$ cat src/rtl/ecpri_tx_resp.sv
// ecpri_tx_resp: builds an eCPRI Remote Memory Access response frame in the
// TX frame RAM, one byte per clock, then pulses tx_start with the frame length.
// Frame order: copied Eth/IP/UDP header (MACs swapped), eCPRI common header,
// remote-memory header, optional read payload.
// Optional feature macro: ECPRI_TX_PAD_EN -- zero-pads short frames to 60 bytes.
`timescale 1ns/1ps
module ecpri_tx_resp #(
  parameter int         DATA_WIDTH = 8,
  parameter int         ADDR_WIDTH = 16,
  parameter int         HDR_LEN    = 42,
  parameter logic [7:0] ECPRI_REV  = 8'h10
) (
  input  logic                  clk,
  input  logic                  reset,
  input  logic                  send_read_resp,
  input  logic                  send_write_resp,
  input  logic [7:0]            resp_payload_len,
  input  logic [7:0]            rm_acc_id,
  input  logic [15:0]           rm_ele_id,
  input  logic [47:0]           rm_addr,
  output logic [ADDR_WIDTH-1:0] addr_h,
  input  logic [DATA_WIDTH-1:0] data_h,
  output logic                  oe_h,
  output logic [ADDR_WIDTH-1:0] addr_p,
  input  logic [DATA_WIDTH-1:0] data_p,
  output logic                  oe_p,
  output logic [ADDR_WIDTH-1:0] addr_t,
  output logic [DATA_WIDTH-1:0] data_t,
  output logic                  we_t,
  output logic                  tx_start,
  output logic [15:0]           tx_len,
  output logic                  busy
);

  typedef enum logic [2:0] {
    S_IDLE,
    S_COPY_HDR,
    S_ECPRI_HDR,
    S_RM_HDR,
    S_PAYLOAD,
    S_PAD,
    S_DONE
  } state_t;

  // Where the byte written to the TX RAM comes from.
  typedef enum logic [1:0] {
    SEL_CONST,
    SEL_HDR,
    SEL_PAY
  } sel_t;

  // Byte offsets of each frame section.
  localparam logic [15:0] ECPRI_OFS = 16'(HDR_LEN);
  localparam logic [15:0] RM_OFS    = 16'(HDR_LEN + 4);
  localparam logic [15:0] PAY_OFS   = 16'(HDR_LEN + 16);
`ifdef ECPRI_TX_PAD_EN
  localparam logic [15:0] MIN_FRAME = 16'd60;
`endif

  // Section that frame byte c belongs to.
  function automatic state_t state_for(input logic [15:0] c, input logic rd,
                                       input logic [7:0] n);
    logic [15:0] lim;
    lim = PAY_OFS + (rd ? {8'h00, n} : 16'h0000);
    if (c < ECPRI_OFS)    return S_COPY_HDR;
    else if (c < RM_OFS)  return S_ECPRI_HDR;
    else if (c < PAY_OFS) return S_RM_HDR;
    else if (c < lim)     return S_PAYLOAD;
`ifdef ECPRI_TX_PAD_EN
    else if (c < MIN_FRAME) return S_PAD;
`endif
    else return S_DONE;
  endfunction

  // Source header byte for TX byte c: destination and source MACs trade places.
  function automatic logic [15:0] hdr_src(input logic [15:0] c);
    if (c < 16'd6)       return c + 16'd6;
    else if (c < 16'd12) return c - 16'd6;
    else                 return c;
  endfunction

  // eCPRI common header byte idx (0..3).
  function automatic logic [7:0] ecpri_byte(input logic [15:0] idx, input logic rd,
                                            input logic [7:0] n);
    logic [15:0] size;
    size = 16'd12 + (rd ? {8'h00, n} : 16'h0000);
    case (idx)
      16'd0:   return ECPRI_REV;
      16'd1:   return 8'h04;
      16'd2:   return size[15:8];
      default: return size[7:0];
    endcase
  endfunction

  // Remote-memory header byte idx (0..11).
  function automatic logic [7:0] rm_byte(input logic [15:0] idx, input logic rd,
                                         input logic [7:0] n, input logic [7:0] acc,
                                         input logic [15:0] ele, input logic [47:0] a);
    case (idx)
      16'd0:   return acc;
      16'd1:   return rd ? 8'h01 : 8'h11;
      16'd2:   return ele[15:8];
      16'd3:   return ele[7:0];
      16'd4:   return a[47:40];
      16'd5:   return a[39:32];
      16'd6:   return a[31:24];
      16'd7:   return a[23:16];
      16'd8:   return a[15:8];
      16'd9:   return a[7:0];
      16'd10:  return 8'h00;
      default: return n;
    endcase
  endfunction

  state_t                state_q;
  logic [15:0]           cnt_q;
  logic                  is_read_q;
  logic [7:0]            n_q;
  logic [7:0]            acc_q;
  logic [15:0]           ele_q;
  logic [47:0]           raddr_q;
  logic                  busy_q;
  logic                  tx_start_q;
  logic [15:0]           tx_len_q;
  logic [ADDR_WIDTH-1:0] addr_h_q;
  logic                  oe_h_q;
  logic [ADDR_WIDTH-1:0] addr_p_q;
  logic                  oe_p_q;
  // Byte issued last cycle; written once its RAM read data has arrived.
  logic                  pend_vld_q;
  logic [15:0]           pend_idx_q;
  sel_t                  pend_sel_q;
  logic [DATA_WIDTH-1:0] pend_const_q;
  logic                  we_t_q;
  logic [ADDR_WIDTH-1:0] addr_t_q;
  sel_t                  sel_q;
  logic [DATA_WIDTH-1:0] const_q;

  logic                  accept_d;
  state_t                cur_state_d;
  logic [15:0]           cur_cnt_d;
  logic                  cur_read_d;
  logic [7:0]            cur_n_d;
  logic                  emit_d;
  sel_t                  iss_sel_d;
  logic [DATA_WIDTH-1:0] iss_const_d;
  logic                  rd_h_d;
  logic [ADDR_WIDTH-1:0] addr_h_d;
  logic                  rd_p_d;
  logic [ADDR_WIDTH-1:0] addr_p_d;
  logic [15:0]           nxt_cnt_d;
  state_t                nxt_state_d;

  // Decode the byte to issue this cycle; an accepted request issues byte 0 at once.
  always_comb begin
    accept_d    = (state_q == S_IDLE) && !busy_q && (send_read_resp || send_write_resp);
    cur_state_d = accept_d ? S_COPY_HDR : state_q;
    cur_cnt_d   = accept_d ? 16'd0 : cnt_q;
    cur_read_d  = accept_d ? send_read_resp : is_read_q;
    cur_n_d     = accept_d ? resp_payload_len : n_q;
    emit_d      = 1'b0;
    iss_sel_d   = SEL_CONST;
    iss_const_d = '0;
    rd_h_d      = 1'b0;
    addr_h_d    = '0;
    rd_p_d      = 1'b0;
    addr_p_d    = '0;
    nxt_cnt_d   = cur_cnt_d + 16'd1;
    nxt_state_d = state_for(nxt_cnt_d, cur_read_d, cur_n_d);
    case (cur_state_d)
      S_COPY_HDR: begin
        emit_d    = 1'b1;
        iss_sel_d = SEL_HDR;
        rd_h_d    = 1'b1;
        addr_h_d  = ADDR_WIDTH'(hdr_src(cur_cnt_d));
      end
      S_ECPRI_HDR: begin
        emit_d      = 1'b1;
        iss_const_d = DATA_WIDTH'(ecpri_byte(cur_cnt_d - ECPRI_OFS, cur_read_d, cur_n_d));
      end
      S_RM_HDR: begin
        emit_d      = 1'b1;
        iss_const_d = DATA_WIDTH'(rm_byte(cur_cnt_d - RM_OFS, cur_read_d, cur_n_d,
                                          acc_q, ele_q, raddr_q));
      end
      S_PAYLOAD: begin
        emit_d    = 1'b1;
        iss_sel_d = SEL_PAY;
        rd_p_d    = 1'b1;
        addr_p_d  = ADDR_WIDTH'(cur_cnt_d - PAY_OFS);
      end
      S_PAD: begin
        emit_d      = 1'b1;
        iss_const_d = '0;
      end
      default: ;
    endcase
  end

  // Frame sequencer: request latch, read issue, delayed TX write, completion pulse.
  always_ff @(posedge clk or posedge reset) begin
    if (reset) begin
      state_q      <= S_IDLE;
      cnt_q        <= '0;
      is_read_q    <= 1'b0;
      n_q          <= '0;
      acc_q        <= '0;
      ele_q        <= '0;
      raddr_q      <= '0;
      busy_q       <= 1'b0;
      tx_start_q   <= 1'b0;
      tx_len_q     <= '0;
      addr_h_q     <= '0;
      oe_h_q       <= 1'b0;
      addr_p_q     <= '0;
      oe_p_q       <= 1'b0;
      pend_vld_q   <= 1'b0;
      pend_idx_q   <= '0;
      pend_sel_q   <= SEL_CONST;
      pend_const_q <= '0;
      we_t_q       <= 1'b0;
      addr_t_q     <= '0;
      sel_q        <= SEL_CONST;
      const_q      <= '0;
    end else begin
      // The write lags its issue by one cycle so RAM read data lines up.
      we_t_q     <= pend_vld_q;
      addr_t_q   <= pend_vld_q ? ADDR_WIDTH'(pend_idx_q) : '0;
      sel_q      <= pend_vld_q ? pend_sel_q : SEL_CONST;
      const_q    <= pend_vld_q ? pend_const_q : '0;

      oe_h_q     <= 1'b0;
      addr_h_q   <= '0;
      oe_p_q     <= 1'b0;
      addr_p_q   <= '0;
      pend_vld_q <= 1'b0;
      tx_start_q <= 1'b0;

      if (accept_d) begin
        is_read_q <= send_read_resp;
        n_q       <= resp_payload_len;
        acc_q     <= rm_acc_id;
        ele_q     <= rm_ele_id;
        raddr_q   <= rm_addr;
        busy_q    <= 1'b1;
      end

      if (emit_d) begin
        pend_vld_q   <= 1'b1;
        pend_idx_q   <= cur_cnt_d;
        pend_sel_q   <= iss_sel_d;
        pend_const_q <= iss_const_d;
        oe_h_q       <= rd_h_d;
        addr_h_q     <= addr_h_d;
        oe_p_q       <= rd_p_d;
        addr_p_q     <= addr_p_d;
        cnt_q        <= nxt_cnt_d;
        state_q      <= nxt_state_d;
      end

      case (state_q)
        // busy still high here means this is the tx_start cycle; release it.
        S_IDLE: begin
          if (busy_q) busy_q <= 1'b0;
        end
        // Wait for the final pending write, then report the frame length.
        S_DONE: begin
          if (!pend_vld_q) begin
            tx_start_q <= 1'b1;
            tx_len_q   <= cnt_q;
            cnt_q      <= '0;
            state_q    <= S_IDLE;
          end
        end
        default: ;
      endcase
    end
  end

  // TX write data: live RAM data for copied bytes, registered constant otherwise.
  always_comb begin
    data_t = '0;
    if (we_t_q) begin
      case (sel_q)
        SEL_HDR: data_t = data_h;
        SEL_PAY: data_t = data_p;
        default: data_t = const_q;
      endcase
    end
  end

  assign addr_h   = addr_h_q;
  assign oe_h     = oe_h_q;
  assign addr_p   = addr_p_q;
  assign oe_p     = oe_p_q;
  assign addr_t   = addr_t_q;
  assign we_t     = we_t_q;
  assign tx_start = tx_start_q;
  assign tx_len   = tx_len_q;
  assign busy     = busy_q;

endmodule

$ cat config.mk
export PLATFORM = sky130hd
export DESIGN_NAME = ecpri_tx_resp
export DESIGN_NICKNAME = d
export VERILOG_FILES = /design/src/rtl/ecpri_tx_resp.sv
export SDC_FILE = /design/constraint.sdc
export NUM_CORES = 1
export LEC_CHECK = 0
export ABC_AREA = 0
export BUFFER_PORTS_ARGS = -buffer_cell sky130_fd_sc_hd__buf_4
export CAP_MARGIN = 20
export CORE_AREA = 8 8 141 143
export DETAILED_ROUTE_END_ITERATION = 10
export DIE_AREA = 0 0 149 151
export PLACE_DENSITY = 0.87
export SYNTH_ARGS = -nofsm -noshare
export SYNTH_HDL_FRONTEND = slang
export SYNTH_SLANG_ARGS = --single-unit
$ cat constraint.sdc
create_clock -name clk -period 12.6 [get_ports clk]
set_input_delay 1.26 -clock clk [delete_from_list [all_inputs] [get_ports clk]]
set_output_delay 1.26 -clock clk [all_outputs]
set_load 0.05 [all_outputs]
Yosys cells after proc, flatten, opt, wreduce, memory -nomap -nowiden
Cells that the tools add are included.
Word-level totals
  flip-flop bits (word level): 206
  input bits: 100
  output and inout port bits: 77
Cells by class
  add/sub/neg operators: 8
  $lt $le $gt $ge: 6
  equality and inequality tests: 20
  multiplexer cells: 42
  bitwise logic cells: 1
  reductions and logical operators: 9
Operators by type and width (count)
  16-bit 2-to-1 mux: 11
  8-bit one-hot mux with 11 select lines: 1
  16-bit by 3-bit equality test with 1-bit output, second input constant: 4
  16-bit by 2-bit equality test with 1-bit output, second input constant: 3
  16-bit by 4-bit equality test with 1-bit output, second input constant: 3
  16-bit by 6-bit less-than comparator with 1-bit output, second input constant: 3
  16-bit by 6-bit subtractor with 16-bit output, second input constant: 3
  16-bit by 1-bit equality test with 1-bit output, second input constant: 2
  16-bit logical NOT: 2
  8-bit 2-to-1 mux: 4
  8-bit one-hot mux with 2 select lines: 2
  8-bit one-hot mux with 3 select lines: 1
  3-bit 2-to-1 mux: 7
  16-bit by 1-bit adder with 16-bit output, second input constant: 1
  16-bit by 3-bit adder with 16-bit output, second input constant: 1
  6-bit by 16-bit adder with 16-bit output, first input constant: 1
  16-bit less-than comparator: 1
  16-bit by 3-bit less-than comparator with 1-bit output, second input constant: 1
  16-bit by 4-bit less-than comparator with 1-bit output, second input constant: 1
  16-bit by 3-bit subtractor with 16-bit output, second input constant: 1
  1-bit 2-to-1 mux: 12
  4-bit by 8-bit adder with 9-bit output, first input constant: 1
  3-bit equality test, second input constant: 3
  3-bit by 2-bit equality test with 1-bit output, second input constant: 2
  other kinds (13): 15

Depth between registers and ports, before layout
Gate-level depths: netlist of the first run.
  depth after elaboration: 14
  gate-level depth with buffers: 20

Least setup slack after synthesis of the first run
No wires, ideal clock.
  kind: input -> register
  from: input port send_write_resp
  to: register state_q[0]
  library setup time: 0.068 ns
  data arrival time: 4.664 ns
  required time: 12.532 ns
  slack: 7.869 ns
  stages: 15
  buffers on the path: 3
  cells stage by stage: o21ba_2 > clkbuf_1 > nand2_1 > clkbuf_1 > nand2_1 > inv_1 > ha_1 > clkbuf_1 > nand3_1 > or4_1 > nor4bb_1 > and3_1 > mux2i_1 > o41ai_2 > a32o_1
On the way
  cells in the longest elaborated chain, start to end: 11
  elaborated cells between the ends (all ways): 21
RTL lines
  from (decl): RTL line 16  | input logic send_write_resp,
  1-bit logical OR *: RTL line 156  | accept_d = (state_q == S_IDLE) && !busy_q && (send_read_resp || send_write_resp);
  1-bit logical AND *: RTL line 156
  16-bit 2-to-1 mux *: RTL line 158  | cur_cnt_d = accept_d ? 16'd0 : cnt_q;
  named net cur_cnt_d[1]: RTL line 141  | logic [15:0] cur_cnt_d;
  16-bit by 1-bit adder with 16-bit output *: RTL line 168  | nxt_cnt_d = cur_cnt_d + 16'd1;
  16-bit by 6-bit less-than comparator with 1-bit output: RTL line 67  | else if (c < PAY_OFS) return S_RM_HDR;
  3-bit 2-to-1 mux: RTL line 67
  3-bit 2-to-1 mux: RTL line 66  | else if (c < RM_OFS) return S_ECPRI_HDR;
  3-bit 2-to-1 mux *: RTL line 65  | if (c < ECPRI_OFS) return S_COPY_HDR;
  3-bit 2-to-1 mux *: RTL line 248  | if (emit_d) begin
  3-bit 2-to-1 mux: RTL line 268  | if (!pend_vld_q) begin
  3-bit 2-to-1 mux *: RTL line 261  | case (state_q)
  to (signal assigned): RTL line 258  | state_q <= nxt_state_d;
  to (decl): RTL line 115  | state_t state_q;
The timed path passes the listed nets; every way through them passes the cells marked *.
A chain may end at the register's enable or synchronous reset.

Final worst setup path of the first run
  from: input port send_write_resp
  to: register state_q[1]
On the way
  elaborated cells between the ends (all ways): 27
RTL lines
  1-bit logical OR *: RTL line 156
  1-bit logical AND *: RTL line 156
  16-bit 2-to-1 mux *: RTL line 158
  named net cur_cnt_d[1]: RTL line 141
  16-bit by 1-bit adder with 16-bit output *: RTL line 168
  16-bit less-than comparator: RTL line 68  | else if (c < lim) return S_PAYLOAD;
  2-bit 2-to-1 mux: RTL line 68
  3-bit 2-to-1 mux: RTL line 67
  3-bit 2-to-1 mux: RTL line 66
  3-bit 2-to-1 mux *: RTL line 65
  3-bit 2-to-1 mux *: RTL line 248
  3-bit 2-to-1 mux: RTL line 268
  3-bit 2-to-1 mux *: RTL line 261
Marked as above.

==> metrics.md, run 1 <==
| Metric | Value |
|---|---|
| Status | completed |
| Setup bufs post-CTS | 0 |
| Net count reported at finish | around 1400 |
| First-pass GRT wire length | between 40000 and 50000 µm |
| Worst-Margin Slew | 1.04 ns |
| Final min period | 5.21 ns |
| Yosys warning total | 0 |
| Combinational power share | 0.452 |
| Worst reg2reg path endpoint | state_q[1] |
| FMAX | 192 MHz |
| H-tree Lvls | 1 |
| Synthesized instance count | 1174 |
| Peak supply drop | around 0.16 mV |
| Crit Path Class | input pin to register |
| Starting Density | 0.595 |
| DR iter-0 viols | 706 |
| Post-CTS Resized | 0 |
| Antenna violations before repair | 0 |
| Most common cell in the netlist | nand2_1 |
| Worst Reg-to-Reg Cells | 13 |
| Die area | about 22000 µm² |
| Pin count of the biggest net entering global routing | 125 |
| Synthesis-to-finish area growth | 19.8% |
| Total CTS buffers | 21 |
| Design Area, Final | 12600 µm² |
| Worst skew pair latency | ~0.51 ns |
| CP endpoint | state_q[1] |
| Post-DP HPWL | 21400 µm |
| Antenna-violating nets left | 0 |
| Cell taking the most area after synthesis | dfrtp_1 |
| Crit. Startpoint | send_write_resp |
| Synth Flop Type | dfrtp_1 |
| Post-synthesis sequential area ratio | 0.491 |
| Synth area leaders | dfrtp_1 49%, nand2_1 11%, clkbuf_1 2.9% |
| CP max stage cell | nor4bb_1 |
| Req. time, crit path | 12.96 ns |
| Critical Path Max Stage Delay | 0.59 ns |
| Drt total wl | 30500 µm |
| Non-filler cells, final | 1533 |
| Synthesized net count | 1293 |
| Vias in the first global route | roughly 9200 |
| Number of flops mapped to enable cells by yosys | 0 |
| Clock buffer depth | 3 |
| Arrival @ worst endpoint | 5.57 ns |
| Count of final setup violators | 0 |
| Final hold slack | 0.480 ns |
| Critical Path End Type | register |
| Sequential power share | 0.343 |
| Die width | ~150 µm |
| Core footprint | 17700 µm² |
| Relative slew slack | 0.309 |
| GPL Wtd Cong | 0.919 |
| Clk sinks | 206 |
| Pwr Density | 238 nW/µm² |
| Overall power | 2.99 mW |
| RSZ-0062 raised after global routing | false |
| WP depth | 13 |
| Clock power frac | 0.206 |
| Drt wl/cell | around 20 µm |
| CTS Hold Bufs | 0 |
| Die height | 151 µm |
| Top sig layer | met4 |
| Slew Viols, Final | 0 |
| CTS tree | yes |
| Reg-to-Reg Start | state_q[0] |
| Leak Pwr | a little over 6 nW |
| CP delay by family, top | simple AND/OR/NAND/NOR gates |
| Met2 wire length | ~14000 µm |
| Placed cells | about 1500 |
| I/O pin count | 177 |
| Layout Skew | around 0.024 ns |
| Dpl cell area | roughly 12000 µm² |
| Distinct cells, synth | 71 |
| Top cells by count, synth | 309 x nand2_1, 206 x dfrtp_1, 81 x clkbuf_1 |
| Num rows | around 50 |
| GRT Util Overall | 0.267 |
| Internal cell power | 1.69 mW |
| Tcrit/Tclk final | 0.414 |
| Wl on met1 | around 13000 µm |
| Setup TNS | 0 ns |
| Ys async rst share | 1.00 |
| First-pass detailed-route iteration total | 5 |
| Yosys reg bits | 206 |
| Worst path bufs/invs | 2 |
| Share of the synthesized area in the top cell type | 0.491 |
| Drt drc | 0 |
| Hold Vio Cnt, Final | 0 |
| HP Class | register to register |
| Vias | 9269 |
| Synth Cell Area | 10500 µm² |
| Met3 Routed Length | roughly 2500 µm |
| CP Cell Sequence | buf_4 -> o21ba_2 -> nand2_4 -> nand2_1 -> inv_1 -> ha_1 -> nand3_1 -> or4_1 -> nor4bb_1 -> and3_1 -> mux2i_1 -> o41ai_2 -> a31oi_1 |
| Fill count | approximately 1400 |
| Reg2reg setup slack | 7.68 ns |
| Layout cells sized above 1 | 0.200 |
| Ant diodes | 0 |
| Clk slew on worst S/H paths | 0.06 ns |
| Sw frac | 0.436 |
| Vias per cell | 6.05 |
| Avg Inst Size Synth | 8.95 µm² |
| PortBufs | roughly 180 |
| CP max FO | 64 |
| Global route overflow | 0 |
| Crit start category | input pin |
| Psw | 1.30 mW |
| Clock root buffer | clkbuf_16 |
| MaxCap Viol Count | 0 |
==> placed cells by master, fill, tap and decap left out, types with 6 or more instances in the layout <==
cell type and instances:
a211oi_1 12, a21oi_1 42, a221oi_1 11, a222oi_1 6
a22oi_1 33, a31oi_1 8, a32o_1 8, and2_1 45
and3_1 12, buf_4 185, clkbuf_16 21, dfrtp_1 206
ha_1 19, inv_1 26, mux2_2 18, mux2i_1 8
nand2_1 308, nand3_1 16, nand4_1 8, nor2_1 63
nor3_1 17, nor4_1 11, o211ai_1 7, o21ai_0 53
o31ai_1 7, or3_1 7, xnor2_1 21, xor2_1 9
==> area by class of cell <==
| class | instances | area (µm²) | area share |
|---|---|---|---|
| repair buffers | 188 | 1450 | 0.115 |
| multi-input cells | 846 | 4890 | 0.389 |
| flip-flops and latches | 206 | 5150 | 0.410 |
| inverters | 27 | 109 | 0.00865 |
| clock inverters | 11 | 97.6 | 0.00775 |
| well taps | 229 | 287 | 0.0228 |
| clock buffers | 26 | 594 | 0.0472 |
==> registers in the layout (all words and copies together), names as in the netlist, 2 cells and up <==
register,cells
raddr_q,48
addr_h,16
addr_p,16
addr_t,16
cnt_q,16
ele_q,16
pend_idx_q,16
tx_len,16
acc_q,8
const_q,8
n_q,8
pend_const_q,8
state_q,3
pend_sel_q,2
sel_q,2
==> layer usage <==
metal  vias up  track usage
li1       4294            -
met1      4485        0.354
met2       423        0.431
met3        67       0.0565
met4         0       0.0888
met5         -            0
==> worst min-delay path by stage <==
stage	startpoint	endpoint	slack [ns]	depth (start not counted)
finish	raddr_q[42]	raddr_q[42]	0.48	2
global route	raddr_q[9]	raddr_q[9]	0.50	2
CTS	raddr_q[12]	raddr_q[12]	0.48	2
detailed placement	raddr_q[12]	raddr_q[12]	0.46	2
global placement	pend_sel_q[0]	pend_sel_q[0]	0.45	2
floorplan	pend_vld_q	we_t	0.35	0
==> cell families (layout without fill, tap and decap cells) <==
| family | Yosys count | count (layout) | synth area share |
|---|---|---|---|
| AND/OR/NAND/NOR | 536 | 536 | 0.235 |
| XOR/XNOR | 30 | 30 | 0.0250 |
| AO/OA/AOI/OAI | 234 | 234 | 0.153 |
| buffers and inverters | 122 | 252 | 0.0458 |
| flip-flops | 206 | 206 | 0.491 |
| adder cells (fa/ha/maj) | 19 | 19 | 0.0226 |
| multiplexers | 27 | 27 | 0.0283 |
==> power groups by stage <==
stage                     registers, mW  logic (mW)  clock network (mW)
after global routing               1.04        1.48               0.652
final                              1.02        1.35               0.615
after detailed placement           1.03        1.32                   0
after floorplan                    1.05       0.902                   0
after global placement             1.02        1.30                   0
after CTS                          1.02        1.33               0.625
==> metrics by stage <==
stage / util / setup slack [ns]
after floorplan: - / 5.72
after global placement: 0.670 / 7.03
after detailed placement: 0.672 / 6.94
after CTS: 0.711 / 7.47
after global routing: 0.713 / 7.01
final: 0.713 / 7.39
==> worst min-delay path, stage by stage, from the launching register on <==
cell     delay [ns]
dfrtp_1        0.34
nand2_1        0.05
nand2_1        0.05
Note: power is estimated with default switching activity, not from simulation.
==> run 2, diff against run 1 <==
--- a/config.mk
+++ b/config.mk
@@ -8,10 +8,10 @@
 export ABC_AREA = 0
 export BUFFER_PORTS_ARGS = -buffer_cell sky130_fd_sc_hd__buf_4
 export CAP_MARGIN = 20
-export CORE_AREA = 8 8 141 143
+export CORE_AREA = 8 8 153 155
 export DETAILED_ROUTE_END_ITERATION = 10
-export DIE_AREA = 0 0 149 151
-export PLACE_DENSITY = 0.87
+export DIE_AREA = 0 0 161 163
+export PLACE_DENSITY = 0.78
 export SYNTH_ARGS = -nofsm -noshare
 export SYNTH_HDL_FRONTEND = slang
 export SYNTH_SLANG_ARGS = --single-unit
==> constraint.sdc (replaced) <==
create_clock -name clk -period 4.5 [get_ports clk]
set_input_delay 0.45 -clock clk [delete_from_list [all_inputs] [get_ports clk]]
set_output_delay 0.45 -clock clk [all_outputs]
set_load 0.05 [all_outputs]
==> run 2 against run 1 <==
Compared with the run above: wire length grew 4.0%; cell count grew 4.7%; register-to-register slack lost 7.1 ns; clock-buffer cell count is the same; clock power grew to 3.0 times the previous value; combinational power grew to 2.9 times the previous value; worst hold slack lost 0.35 ns; global-route usage shrank 2.9 points; via count grew 1.7%; sequential power grew to 2.7 times the previous value; largest power group unchanged.
==> metrics.md, run 2 (synthesis gave the netlist of run 1 again) <==
| Metric | Value |
|---|---|
| Status | completed |
| Internal cell power | 4.89 mW (+190%) |
| Core footprint | 20800 µm² (+18%) |
| Req. time, crit path | 4.87 ns (-8.09 ns) |
| Global route overflow | 0 (unchanged) |
| Worst skew pair latency | 0.52 ns (about the same) |
| I/O pin count | 177 (unchanged) |
| Total CTS buffers | 22 (+4.8%) |
| Vias per cell | 5.87 (-2.9%) |
| Pwr Density | 668 nW/µm² (+180%) |
| Worst-Margin Slew | 0.943 ns (-0.0931 ns) |
| Count of final setup violators | 0 (unchanged) |
| Final setup margin | 0.551 ns (-6.83 ns) |
| Drt total wl | 31700 µm (+4.0%) |
| Setup TNS | 0 ns (unchanged) |
| Drt wl/cell | 19.7 µm (-0.71%) |
| Hold Vio Cnt, Final | 0 (unchanged) |
| Sequential power share | 0.323 (-0.020) |
| CTS Hold Bufs | 0 (unchanged) |
| Arrival @ worst endpoint | 4.32 ns (-1.25 ns) |
| Leak Pwr | 6.33 nW (+2.1%) |
| Die width | 161 µm (+8.1%) |
| Antenna violations before repair | 0 (unchanged) |
| CP max FO | 12 (-81%) |
| GPL Wtd Cong | 0.904 (-1.6%) |
| Clk slew on worst S/H paths | 0.06 ns (about the same) |
| Final min period | roughly 3.9 ns |
| Reg with most FFs | raddr_q |
| Synthesis-to-finish area growth | 22.4% |
| Overall power | 8.59 mW (+190%) |
| Die height | 163 µm (+7.9%) |
| Dpl ws | 0.578 ns (-6.36 ns) |
| Setup bufs post-CTS | 0 (unchanged) |
| Most common cell after layout, fill and taps aside | nand2_1 |
| Vias in the first global route | 9464 (+2.6%) |
| Dpl cell area | 12100 µm² (+2.1%) |
| Layout cells sized above 1 | 0.215 (+0.0149) |
| Reg2reg setup slack | 0.55 ns (-7.13 ns) |
| MaxCap Viol Count | 0 (unchanged) |
| Design Area, Final | 12900 µm² (+2.2%) |
| GRT Util Overall | 0.238 (-0.0291) |
| Clock buffer depth | 3 (unchanged) |
| H-tree Lvls | 1 (unchanged) |
| Slew Viols, Final | 0 (unchanged) |
| FMAX | between 200 and 300 MHz |
| Hold path startpoint | rm_ele_id[14] |
| Crit start category | register |
| Tcrit/Tclk final | 0.877 |
| Ant diodes | 0 (unchanged) |
| Final hold slack | 0.128 ns (-0.351 ns) |
| CTS tree | yes |
| Psw | 3.70 mW (+180%) |
| Combinational power share | 0.461 (+0.009) |
| Relative slew slack | 0.370 (+0.0614) |
| PortBufs | 176 (unchanged) |
| Crit. Startpoint | state_q[0] |
| Post-DP HPWL | 22000 µm (+3.1%) |
| Num rows | 53 (+8.2%) |
| First-pass GRT wire length | 51100 µm (+5.5%) |
| Peak supply drop | 0.332 mV (+110%) |
| Reg-to-Reg Start | state_q[0] |
| Antenna-violating nets left | 0 (unchanged) |
| Drt drc | 0 (unchanged) |
| Fill count | 1753 (+29%) |
| Vias | 9424 (+1.7%) |
| Clock root buffer | clkbuf_16 |
| Starting Density | 0.505 (-0.0905) |
| DR iter-0 viols | 1026 (+45%) |
| Sw frac | 0.431 (-0.00508) |
| Critical Path End Type | register |
| Net count reported at finish | 1433 (+1.7%) |
| RSZ-0062 raised after global routing | false |
| Clock power frac | 0.217 (+0.011) |
| Clk sinks | 206 (unchanged) |
| Crit Path Class | register to register |
| Pin count of the biggest net entering global routing | 93 (-26%) |
| HP Class | input pin to register |
| Max FFs per register | 48 (unchanged) |
| First-pass detailed-route iteration total | 7 (+2) |
| Post-CTS Resized | 0 (unchanged) |
| Die area | 26200 µm² (+17%) |
| Commonest cells after routing, fill and taps aside | 308 x nand2_1, 209 x buf_4, 206 x dfrtp_1, 63 x nor2_1, 53 x o21ai_0 |
| Layout Skew | 0.0133 ns (-0.0103 ns) |
[run 2: cell types whose count changed in the layout (fill, tap and decap cells not counted), sizes merged]
cell	change
buf	+23
bufinv	+1
clkinv	+3
clkinvlp	+2
inv	-3
[run 2: power groups by stage]
stage | clock network, mW | registers, mW | logic (mW)
global route | 1.97 | 2.83 | 4.31
floorplan | 0 | 2.93 | 2.53
CTS | 1.89 | 2.76 | 3.91
finish | 1.86 | 2.77 | 3.96
global placement | 0 | 2.77 | 3.84
detailed placement | 0 | 2.79 | 3.87
[run 2: layer usage]
metal  vias up  wire, µm  GRT usage  part of all wire
met5         -         0          0                 0
met4         0       714     0.0741             0.023
met3        64      3280     0.0579              0.10
met2       555     14400      0.373              0.45
met1      4467     13300      0.322              0.42
li1       4338         -          -                 -
[run 2: path summary, 6_finish.rpt]
| check | cells past startpoint | end |
|---|---|---|
| worst max-delay path | 15 | state_q[1] |
| worst min-delay path | 3 | ele_q[14] |
| worst max register to register | 15 | state_q[1] |
| worst min register to register | 2 | pend_idx_q[0] |
| max in group asynchronous | 3 | n_q[4] |
| min in group asynchronous | 2 | raddr_q[27] |
[run 2: critical path: stages (launching register included)]
cell and delay (ns):
dfrtp_1 0.49, or3_1 0.50, o21ai_0 0.24, and2_1 0.19, inv_1 0.15, nand2_1 0.13, inv_1 0.07, ha_1 0.22
o41ai_1 0.47, xnor2_1 0.16, nand2_1 0.08, ha_1 0.30, a21o_1 0.18, a221o_1 0.32, o21ai_0 0.17, a31oi_1 0.10
[run 2: metrics by stage]
step	utilization	cells
6_report	0.618	1605
5_1_grt	0.618	1605
4_1_cts	0.618	1605
3_5_place_dp	0.581	1565
3_3_place_gp	0.581	1565
2_1_floorplan	-	1174
[run 2: cell type report]
type / instances / area (µm²) / share of cell area
flip-flops and latches: 206 / 5150 / 0.401
multi-input cells: 846 / 4890 / 0.381
repair buffers: 211 / 1610 / 0.125
clock buffers: 26 / 607 / 0.0472
well taps: 275 / 344 / 0.0268
clock inverters: 14 / 144 / 0.0112
inverters: 27 / 105 / 0.00817
==> run 3, diff against run 2 <==
--- a/config.mk
+++ b/config.mk
@@ -8,10 +8,11 @@
 export ABC_AREA = 0
 export BUFFER_PORTS_ARGS = -buffer_cell sky130_fd_sc_hd__buf_4
 export CAP_MARGIN = 20
-export CORE_AREA = 8 8 153 155
+export CORE_AREA = 2 2 147 149
 export DETAILED_ROUTE_END_ITERATION = 10
-export DIE_AREA = 0 0 161 163
+export DIE_AREA = 0 0 149 151
 export PLACE_DENSITY = 0.78
+export SLEW_MARGIN = 20
 export SYNTH_ARGS = -nofsm -noshare
 export SYNTH_HDL_FRONTEND = slang
 export SYNTH_SLANG_ARGS = --single-unit
==> run 3 against run 2 <==
Compared with the run above: sequential power hardly changed; non-clock buffer count stayed put; fmax is 3.8% lower; sequential cell count stayed put; core utilization hardly changed; via count is 0.17% higher; wire length is 3.9% lower; setup slack worse by 0.16 ns; sequential share of layout area hardly changed; first-iteration DRC count is 18% lower; largest cell class unchanged; largest power group unchanged.
==> metrics.md, run 3 (synthesis gave the netlist of run 1 again) <==
| Metric | Value |
|---|---|
| Net count reported at finish | 1433 (unchanged) |
| CTS tree | yes |
| GPL Wtd Cong | 0.933 (+3.1%) |
| Clk sinks | 206 (unchanged) |
| Vias | 9440 (+0.17%) |
| FMAX | 244 MHz (-3.8%) |
| Slew Viols, Final | 0 (unchanged) |
| RSZ-0062 raised after global routing | false |
| Design Area, Final | 12900 µm² (about the same) |
| Final setup margin | 0.394 ns (-0.158 ns) |
| Reg with most FFs | raddr_q |
| I/O pin count | 177 (unchanged) |
| Starting Density | 0.505 (unchanged) |
| Clock buffer depth | 3 (unchanged) |
| Setup TNS | 0 ns (unchanged) |
| Worst skew pair latency | 0.51 ns (about the same) |
| Dpl ws | 0.460 ns (-0.119 ns) |
| Critical Path End Type | register |
| Max FFs per register | 48 (unchanged) |
| Total CTS buffers | 22 (unchanged) |
| Die area | 22500 µm² (-14%) |
| Die height | 151 µm (-7.4%) |
| Clock root buffer | clkbuf_16 |
| CTS Hold Bufs | 0 (unchanged) |
| Die width | 149 µm (-7.5%) |
| Crit start category | register |
| Status | completed |
| Non-filler cells, final | 1605 (unchanged) |
| Drt wl/cell | 19.0 µm (-3.9%) |
| Antenna-violating nets left | 0 (unchanged) |
| Antenna violations before repair | 0 (unchanged) |
| HP Class | input pin to asynchronous set/reset pin |
| GRT Util Overall | 0.270 (+0.0323) |
| Ant diodes | 0 (unchanged) |
| CP Cell Sequence | or3_1 -> o21ai_0 -> and2_1 -> inv_1 -> nand2_1 -> inv_1 -> ha_1 -> o41ai_1 -> xnor2_1 -> nand2_1 -> ha_1 -> a21o_1 -> a221o_1 -> o21ai_0 -> a31oi_1 |
| Drt total wl | 30500 µm (-3.9%) |
| PortBufs | 176 (unchanged) |
| Post-CTS Resized | 0 (unchanged) |
| Setup bufs post-CTS | 0 (unchanged) |
| Synthesis-to-finish area growth | 22.4% (about the same) |
| Vias in the first global route | 9146 (-3.4%) |
| Count of final setup violators | 0 (unchanged) |
| Relative slew slack | 0.191 (-0.179) |
| Arrival @ worst endpoint | 4.48 ns (+0.16 ns) |
| DR iter-0 viols | 837 (-18%) |
| MaxCap Viol Count | 0 (unchanged) |
| Vias per cell | 5.88 (+0.17%) |
| CP max FO | 12 (unchanged) |
| Global route overflow | 0 (unchanged) |
| Placed cells | 1565 (unchanged) |
| CP max stage cell | or3_1 |
| First-pass detailed-route iteration total | 8 (+1) |
| Leak Pwr | 6.33 nW (about the same) |
| Core footprint | 20800 µm² (unchanged) |
| Post-DP HPWL | 21300 µm (-3.1%) |
| H-tree Lvls | 1 (unchanged) |
| Num rows | 53 (unchanged) |
| First-pass GRT wire length | 48200 µm (-5.7%) |
| Pwr Density | 672 nW/µm² (+0.55%) |
| Critical Path Max Stage Delay | 0.50 ns (about the same) |
| Hold Vio Cnt, Final | 0 (unchanged) |
| Dpl cell area | 12100 µm² (-0.10%) |
| Worst-Margin Slew | 1.21 ns (+0.263 ns) |
| Crit Path Class | register to register |
| Req. time, crit path | 4.87 ns (about the same) |
| Clk slew on worst S/H paths | 0.07 ns (about the same) |
| Final hold slack | 0.120 ns (-0.00794 ns) |
| Pin count of the biggest net entering global routing | 114 (+23%) |
| Tcrit/Tclk final | 0.913 (+0.0351) |
| Most common cell after layout, fill and taps aside | nand2_1 |
| Layout cells sized above 1 | 0.214 (-0.00150) |
| Final min period | 4.11 ns (+0.158 ns) |
| Drt drc | 0 (unchanged) |
| Layout Skew | 0.00704 ns (-0.00629 ns) |
| Peak supply drop | 0.314 mV (-5.4%) |
| Commonest cells after routing, fill and taps aside | 308 x nand2_1, 210 x buf_4, 206 x dfrtp_1, 63 x nor2_1, 53 x o21ai_0 |
-- run 3: per-stage QoR --
step                      total power, mW   util
after floorplan                      5.46      -
after global placement               6.63  0.581
after detailed placement             6.70  0.581
after CTS                            8.62  0.618
after global routing                 9.16  0.618
final                                8.64  0.618
-- run 3: cell type report --
cell class / instances / area [µm²]
clock buffers: 32 / 669
clock inverters: 8 / 100
fillers: 1805 / 7960
inverters: 27 / 105
multi-input cells: 846 / 4890
flip-flops and latches: 206 / 5150
well taps: 275 / 344
repair buffers: 211 / 1600
-- run 3: worst max-delay path: cells and delay by family (launching register included) --
family                     cells  cell delay (ns)
buffers and inverters          2             0.27
and+or+nand+nor                4             1.09
adders and majority gates      2             0.52
DFF                            1             0.49
AOI/OAI and AO/OA              6             1.42
xor gates and xnor gates       1             0.16
-- run 3: worst paths after layout --
| check | end | from | slack [ns] | cells past startpoint |
|---|---|---|---|---|
| max in group asynchronous | tx_len[15] | reset | 3.20 | 3 |
| min | raddr_q[37] | reset | 0.12 | 2 |
| min in group clk | ele_q[3] | rm_ele_id[3] | 0.12 | 3 |
| max reg2reg | state_q[1] | state_q[0] | 0.39 | 15 |
| max | state_q[1] | state_q[0] | 0.39 | 15 |
| min reg2reg | pend_sel_q[0] | pend_sel_q[0] | 0.47 | 2 |
-- run 3: layer usage --
| metal | vias up | share of wire | GRT usage |
|---|---|---|---|
| li1 | 4337 | - | - |
| met2 | 512 | 0.46 | 0.436 |
| met1 | 4501 | 0.42 | 0.376 |
| met5 | - | 0 | 0 |
| met4 | 0 | 0.027 | 0.0862 |
| met3 | 90 | 0.087 | 0.0437 |
-- run 3: power breakdown --
part | internal, mW | switching [mW] | total [mW]
Sequential | 2.41 | 0.358 | 2.77
Clock | 1.15 | 0.743 | 1.89
Combinational | 1.41 | 2.57 | 3.98
Total | 4.97 | 3.67 | 8.64
